===== src/rtl/amba_pkg.sv =====
// Shared AMBA encodings and the APB master FSM state type.
package amba_pkg;

  typedef enum logic [1:0] {
    ST_IDLE   = 2'd0,
    ST_SETUP  = 2'd1,
    ST_ACCESS = 2'd2
  } apb_state_t;

  typedef enum logic [1:0] {
    HTRANS_IDLE   = 2'b00,
    HTRANS_BUSY   = 2'b01,
    HTRANS_NONSEQ = 2'b10,
    HTRANS_SEQ    = 2'b11
  } htrans_t;

  typedef enum logic {
    HRESP_OKAY  = 1'b0,
    HRESP_ERROR = 1'b1
  } hresp_t;

  // $clog2 clamped to at least one bit so degenerate sizes still give a legal vector.
  function automatic int width_min1(input int n);
    return (n > 1) ? $clog2(n) : 1;
  endfunction

endpackage


===== src/rtl/apb_rr_arbiter.sv =====
// Round-robin one-hot picker. The rotation pointer moves to the winner only
// when the pick is accepted, so an unaccepted pick leaves priority unchanged.
module apb_rr_arbiter
  import amba_pkg::*;
#(
  parameter int NUM_REQ = 2
) (
  input  logic               clk_i,
  input  logic               rst_ni,
  input  logic [NUM_REQ-1:0] req_i,
  input  logic               accept_i,
  output logic [NUM_REQ-1:0] gnt_o,
  output logic               any_o
);

  localparam int IDX_W = width_min1(NUM_REQ);

  logic [IDX_W-1:0] last_q, last_d;
  logic [IDX_W-1:0] pick_idx;

  // Search starts one past the previous winner and wraps.
  always_comb begin
    int cand;
    cand     = 0;
    gnt_o    = '0;
    any_o    = 1'b0;
    pick_idx = last_q;
    for (int k = 1; k <= NUM_REQ; k++) begin
      cand = int'(last_q) + k;
      if (cand >= NUM_REQ) cand = cand - NUM_REQ;
      if (!any_o && req_i[IDX_W'(cand)]) begin
        any_o                = 1'b1;
        pick_idx             = IDX_W'(cand);
        gnt_o[IDX_W'(cand)]  = 1'b1;
      end
    end
  end

  assign last_d = (accept_i && any_o) ? pick_idx : last_q;

  always_ff @(posedge clk_i or negedge rst_ni) begin
    if (!rst_ni) begin
      last_q <= IDX_W'(NUM_REQ - 1);
    end else begin
      last_q <= last_d;
    end
  end

endmodule


===== src/rtl/apb_master_arbiter.sv =====
// Shares one APB master port between NUM_REQ requesters: round-robin,
// non-preemptive, with PREADY wait states and an optional stall watchdog.
module apb_master_arbiter
  import amba_pkg::*;
#(
  parameter int NUM_REQ    = 2,
  parameter int ADDR_WIDTH = 32,
  parameter int DATA_WIDTH = 32,
  parameter int TIMEOUT    = 16
) (
  input  logic                          HCLK,
  input  logic                          HRESETn,
  input  logic [NUM_REQ-1:0]            req_valid,
  input  logic [NUM_REQ-1:0]            req_write,
  input  logic [NUM_REQ*ADDR_WIDTH-1:0] req_addr,
  input  logic [NUM_REQ*DATA_WIDTH-1:0] req_wdata,
  output logic [NUM_REQ-1:0]            req_gnt,
  output logic [NUM_REQ-1:0]            req_done,
  output logic [DATA_WIDTH-1:0]         rsp_rdata,
  output logic                          rsp_err,
  output logic                          timeout_evt,
  output logic                          PSEL,
  output logic                          PENABLE,
  output logic                          PWRITE,
  output logic [ADDR_WIDTH-1:0]         PADDR,
  output logic [DATA_WIDTH-1:0]         PWDATA,
  input  logic [DATA_WIDTH-1:0]         PRDATA,
  input  logic                          PREADY,
  input  logic                          PSLVERR,
  output apb_state_t                    dbg_state
);

  localparam int                WAIT_W    = width_min1(TIMEOUT + 1);
  localparam logic [WAIT_W-1:0] WAIT_LAST = (TIMEOUT > 0) ? WAIT_W'(TIMEOUT - 1) : '0;
  localparam logic [WAIT_W-1:0] WAIT_MAX  = '1;

  apb_state_t              state_q;
  logic [NUM_REQ-1:0]      gnt_q;
  logic [ADDR_WIDTH-1:0]   paddr_q;
  logic [DATA_WIDTH-1:0]   pwdata_q;
  logic                    pwrite_q;
  logic                    psel_q;
  logic                    penable_q;
  logic [WAIT_W-1:0]       wait_q;

  logic [NUM_REQ-1:0]      arb_gnt;
  logic                    arb_any;
  logic                    arb_accept;
  logic [ADDR_WIDTH-1:0]   sel_addr;
  logic [DATA_WIDTH-1:0]   sel_wdata;
  logic                    sel_write;
  logic                    access_ok;
  logic                    wdog_hit;
  logic                    xfer_end;

  assign arb_accept = (state_q == ST_IDLE) && arb_any;

  apb_rr_arbiter #(
    .NUM_REQ (NUM_REQ)
  ) u_arb (
    .clk_i    (HCLK),
    .rst_ni   (HRESETn),
    .req_i    (req_valid),
    .accept_i (arb_accept),
    .gnt_o    (arb_gnt),
    .any_o    (arb_any)
  );

  always_comb begin
    sel_addr  = '0;
    sel_wdata = '0;
    sel_write = 1'b0;
    for (int i = 0; i < NUM_REQ; i++) begin
      if (arb_gnt[i]) begin
        sel_addr  = req_addr[i*ADDR_WIDTH +: ADDR_WIDTH];
        sel_wdata = req_wdata[i*DATA_WIDTH +: DATA_WIDTH];
        sel_write = req_write[i];
      end
    end
  end

  // Completion is combinational in the final ACCESS cycle; the watchdog fires
  // on the TIMEOUT-th consecutive stalled ACCESS cycle.
  assign access_ok   = (state_q == ST_ACCESS) && PREADY;
  assign wdog_hit    = (TIMEOUT != 0) && (state_q == ST_ACCESS) && !PREADY && (wait_q == WAIT_LAST);
  assign xfer_end    = access_ok || wdog_hit;
  assign req_done    = {NUM_REQ{xfer_end}} & gnt_q;
  assign rsp_rdata   = (access_ok && !pwrite_q) ? PRDATA : '0;
  assign rsp_err     = access_ok ? PSLVERR : wdog_hit;
  assign timeout_evt = wdog_hit;

  always_ff @(posedge HCLK or negedge HRESETn) begin
    if (!HRESETn) begin
      state_q   <= ST_IDLE;
      gnt_q     <= '0;
      paddr_q   <= '0;
      pwdata_q  <= '0;
      pwrite_q  <= 1'b0;
      psel_q    <= 1'b0;
      penable_q <= 1'b0;
      wait_q    <= '0;
    end else begin
      case (state_q)
        ST_IDLE: begin
          if (arb_any) begin
            state_q  <= ST_SETUP;
            gnt_q    <= arb_gnt;
            paddr_q  <= sel_addr;
            pwdata_q <= sel_wdata;
            pwrite_q <= sel_write;
            psel_q   <= 1'b1;
          end
        end
        ST_SETUP: begin
          state_q   <= ST_ACCESS;
          penable_q <= 1'b1;
          wait_q    <= '0;
        end
        ST_ACCESS: begin
          if (xfer_end) begin
            state_q   <= ST_IDLE;
            gnt_q     <= '0;
            psel_q    <= 1'b0;
            penable_q <= 1'b0;
          end else if (wait_q != WAIT_MAX) begin
            wait_q <= wait_q + 1'b1;
          end
        end
        default: begin
          state_q   <= ST_IDLE;
          gnt_q     <= '0;
          psel_q    <= 1'b0;
          penable_q <= 1'b0;
        end
      endcase
    end
  end

  assign req_gnt   = gnt_q;
  assign PSEL      = psel_q;
  assign PENABLE   = penable_q;
  assign PWRITE    = pwrite_q;
  assign PADDR     = paddr_q;
  assign PWDATA    = pwdata_q;
  assign dbg_state = state_q;

endmodule


===== config.mk =====
export PLATFORM = sky130hd
export DESIGN_NAME = apb_master_arbiter
export DESIGN_NICKNAME = d
export VERILOG_FILES = /design/src/rtl/amba_pkg.sv /design/src/rtl/apb_rr_arbiter.sv /design/src/rtl/apb_master_arbiter.sv
export SDC_FILE = /design/constraint.sdc
export NUM_CORES = 1
export LEC_CHECK = 0
export BUFFER_PORTS_ARGS = -buffer_cell sky130_fd_sc_hd__buf_4
export CORE_MARGIN = 10
export CORE_UTILIZATION = 40
export CTS_CLUSTER_DIAMETER = 80
export CTS_CLUSTER_SIZE = 30
export DETAILED_ROUTE_END_ITERATION = 10
export GPL_ROUTABILITY_DRIVEN = 0
export PLACE_DENSITY = 0.81
export SLEW_MARGIN = 20
export SYNTH_ARGS = -nofsm -noshare
export SYNTH_HDL_FRONTEND = slang
export SYNTH_SLANG_ARGS = --single-unit

===== constraint.sdc =====
create_clock -name HCLK -period 2.63 [get_ports HCLK]
set_input_delay 0.3945 -clock HCLK [delete_from_list [all_inputs] [get_ports HCLK]]
set_output_delay 0.3945 -clock HCLK [all_outputs]
set_load 0.02 [all_outputs]

==> impl_metrics.json <==
{
  "outcome": "finished clean",
  "synthToLayoutAreaGrowth_pct": 49.3,
  "pin_count": 275,
  "hold_buffers": 0,
  "synth_ff_type": "dfrtp_1",
  "numCtsBuffers": 9,
  "placed_area_mm2": 0.00505,
  "period_minus_slack_ns": 2.22,
  "via_per_inst": 4.63,
  "cts_tree": "done",
  "power_density_mw_per_mm2": 1160,
  "ctsResizeCount": 0,
  "critPathLaunchType": "register",
  "syn_inst": 380,
  "cellLeakagePower_nw": 2.74,
  "syn_area_per_cell_um2": 9.25,
  "gr-usage-all-layers_pct": 15.9,
  "die_area_mm2": 0.0129,
  "num_rows": 34,
  "portBuffers": 206,
  "ys_async_sr_fraction_pct": 100,
  "max-cap-violations": 0,
  "wl_per_cell_um": 15.8,
  "htreeDepth": 3,
  "dr.first_iter.drc_count": 144,
  "drc": 0,
  "hpwlAfterDp_um": 8490,
  "cp_max_fo": 6,
  "ant_nets": 0,
  "crit_start": "wait_q[0]",
  "slew_headroom_pct": 35.8,
  "fp.dieH_um": 114,
  "worst_slew_pin_slew_ns": 0.964,
  "rrSetupSlack_ns": 0.51,
  "synth_edf_count": 0,
  "start_util_pct": 40.7,
  "vias": 3173,
  "wl_met2_um": 5190,
  "yosysUniqueCellTypes": 37,
  "cp-end-kind": "output port",
  "routed.top_layer": "met4",
  "wl_met3_um": 1290,
  "reg2reg_from": "wait_q[0]",
  "clock-sinks": 76,
  "reg2reg_to": "wait_q[2]",
  "finalInstanceArea_mm2": 0.00525,
  "drt-total-wl_um": 10800,
  "ys_seq_elements": 76,
  "vdd_ir_drop_max_mv": 0.577,
  "die_w_um": 114,
  "hold_viol": 0,
  "min_path_type": "in2async",
  "clk_latency_ns": 0.34,
  "grt_overflow_total": 0,
  "clk_path_buf_depth": 2,
  "grt_setup_unrepaired": "no",
  "post-route-period-util_pct": 84.6,
  "postCtsSetupRepairBufs": 0,
  "root_buffer": "clkbuf_8",
  "path_class": "reg2out",
  "arrival_ns": 1.83,
  "grt_max_degree": 77,
  "final_net_count": 744,
  "grt_pass1_vias": 3064,
  "required_ns": 2.24,
  "grt_pass1_wl_um": 16800,
  "wl_met1_um": 4220,
  "finClkSkew_ns": 0.0125,
  "yosys_warnings": 0,
  "core-area_mm2": 0.00864,
  "antenna_found_initial": 0,
  "hold_slack_ns": 0.180,
  "fmax_mhz": 450,
  "ys_seq_area_share_pct": 54.1,
  "setup_viol": 0,
  "drtPass1Iterations": 4,
  "reg2regPathDepth": 6,
  "setup_tns_ns": 0,
  "final.fill_count": 739,
  "slew_viol_final": 0,
  "drive_above_1_share_pct": 42.3,
  "clkTransAtPathRegs_ns": 0.08,
  "synth_area_mm2": 0.00352
}
-- layout by cell type (no fill, tap or decap), drive strengths merged --
master,count
and3b,1
clkbuf,10
nor3,1
conb,2
clkinv,3
xnor2,1
a221oi,1
nand3,1
nand2,135
clkinvlp,1
o31ai,2
a31oi,1
o21ai,65
xor2,1
bufinv,1
nor3b,1
nor2b,2
dfstp,1
nor4,1
or4b,1
mux2i,4
or3,1
buf,210
diode,1
a21oi,2
and2,32
inv,5
nand2b,3
nor2,5
o32ai,1
dfrtp,75
ha,3
o22ai,1
or3b,1
and3,2
-- Yosys cell counts (3+ instances only) --
| library cell | n | area share, % |
|---|---|---|
| mux2i_1 | 4 | 1.1 |
| and2_1 | 32 | 5.7 |
| ha_1 | 3 | 1.1 |
| o21ai_2 | 13 | 3.2 |
| inv_1 | 5 | 0.53 |
| clkbuf_1 | 14 | 1.5 |
| nand2_1 | 135 | 14 |
| buf_6 | 10 | 3.2 |
| nor2_1 | 5 | 0.53 |
| dfrtp_1 | 75 | 53 |
| o21ai_1 | 52 | 7.4 |
-- cell families (layout without fill, tap and decap cells) --
group | Yosys count | count (layout) | synth area share [%]
compound gates | 73 | 73 | 12.2
xor+xnor | 2 | 2 | 0.712
fa+ha+maj | 3 | 3 | 1.07
buf+inv | 34 | 230 | 6.33
flops | 76 | 76 | 54.1
mux | 4 | 4 | 1.14
other cells | 1 | 3 | 0.107
simple gates | 187 | 187 | 24.3
-- how the worst max path moves through the flow --
stage                    endpoint  slack (ns)  cells past startpoint
floorplan               wait_q[2]        0.64                      6
global placement        wait_q[2]        0.58                      6
detailed placement      wait_q[2]        0.53                      6
CTS                       rsp_err        0.38                      6
global route        rsp_rdata[20]        0.25                      5
finish                    rsp_err        0.41                      6
-- cell type report --
cell class / instances / area, µm² / share of cell area, %
multi-input cells: 271 / 1400 / 26.6
clock buffers: 10 / 138 / 2.62
flip-flops and latches: 76 / 1900 / 36.3
well taps: 108 / 135 / 2.58
inverters: 5 / 18.8 / 0.358
repair buffers: 210 / 1600 / 30.5
diodes: 1 / 2.50 / 0.0477
clock inverters: 5 / 52.6 / 1.00
-- flip-flops by register name, summed over array words and instances (netlist names) --
name          count
PSEL              1
u_arb.last_q      1
wait_q            5
req_gnt           1
PWDATA           32
PWRITE            1
dbg_state         2
PADDR            32
PENABLE           1
-- worst max-delay path: stages (launching register included) --
cell and delay (ns):
dfrtp_1 0.40, ha_1 0.18, and3_1 0.19, ha_1 0.32, nand2b_1 0.12, a21oi_1 0.14
buf_4 0.16
-- metal layers --
metal  vias to the layer above  track usage (%)
li1                       1605                -
met1                      1411             18.4
met2                       145             25.5
met3                        12             7.82
met4                         0             4.74
met5                         -                0
-- power breakdown --
group | switching (W) | internal [W]
clock | 0.000423 | 0.000454
sequential | 0.000419 | 0.00173
combinational | 0.00177 | 0.00128
-- through the flow --
stage          util (%)  instances  power [W]  worst slack (ns)
2_1_floorplan         -        381    0.00393             0.645
3_3_place_gp       58.5        670    0.00519             0.582
3_5_place_dp       58.5        670    0.00530             0.534
4_1_cts            60.7        685    0.00618             0.383
5_1_grt            60.7        685    0.00653             0.252
6_report           60.8        686    0.00608             0.406
Note: power is estimated with default switching activity, not from simulation.
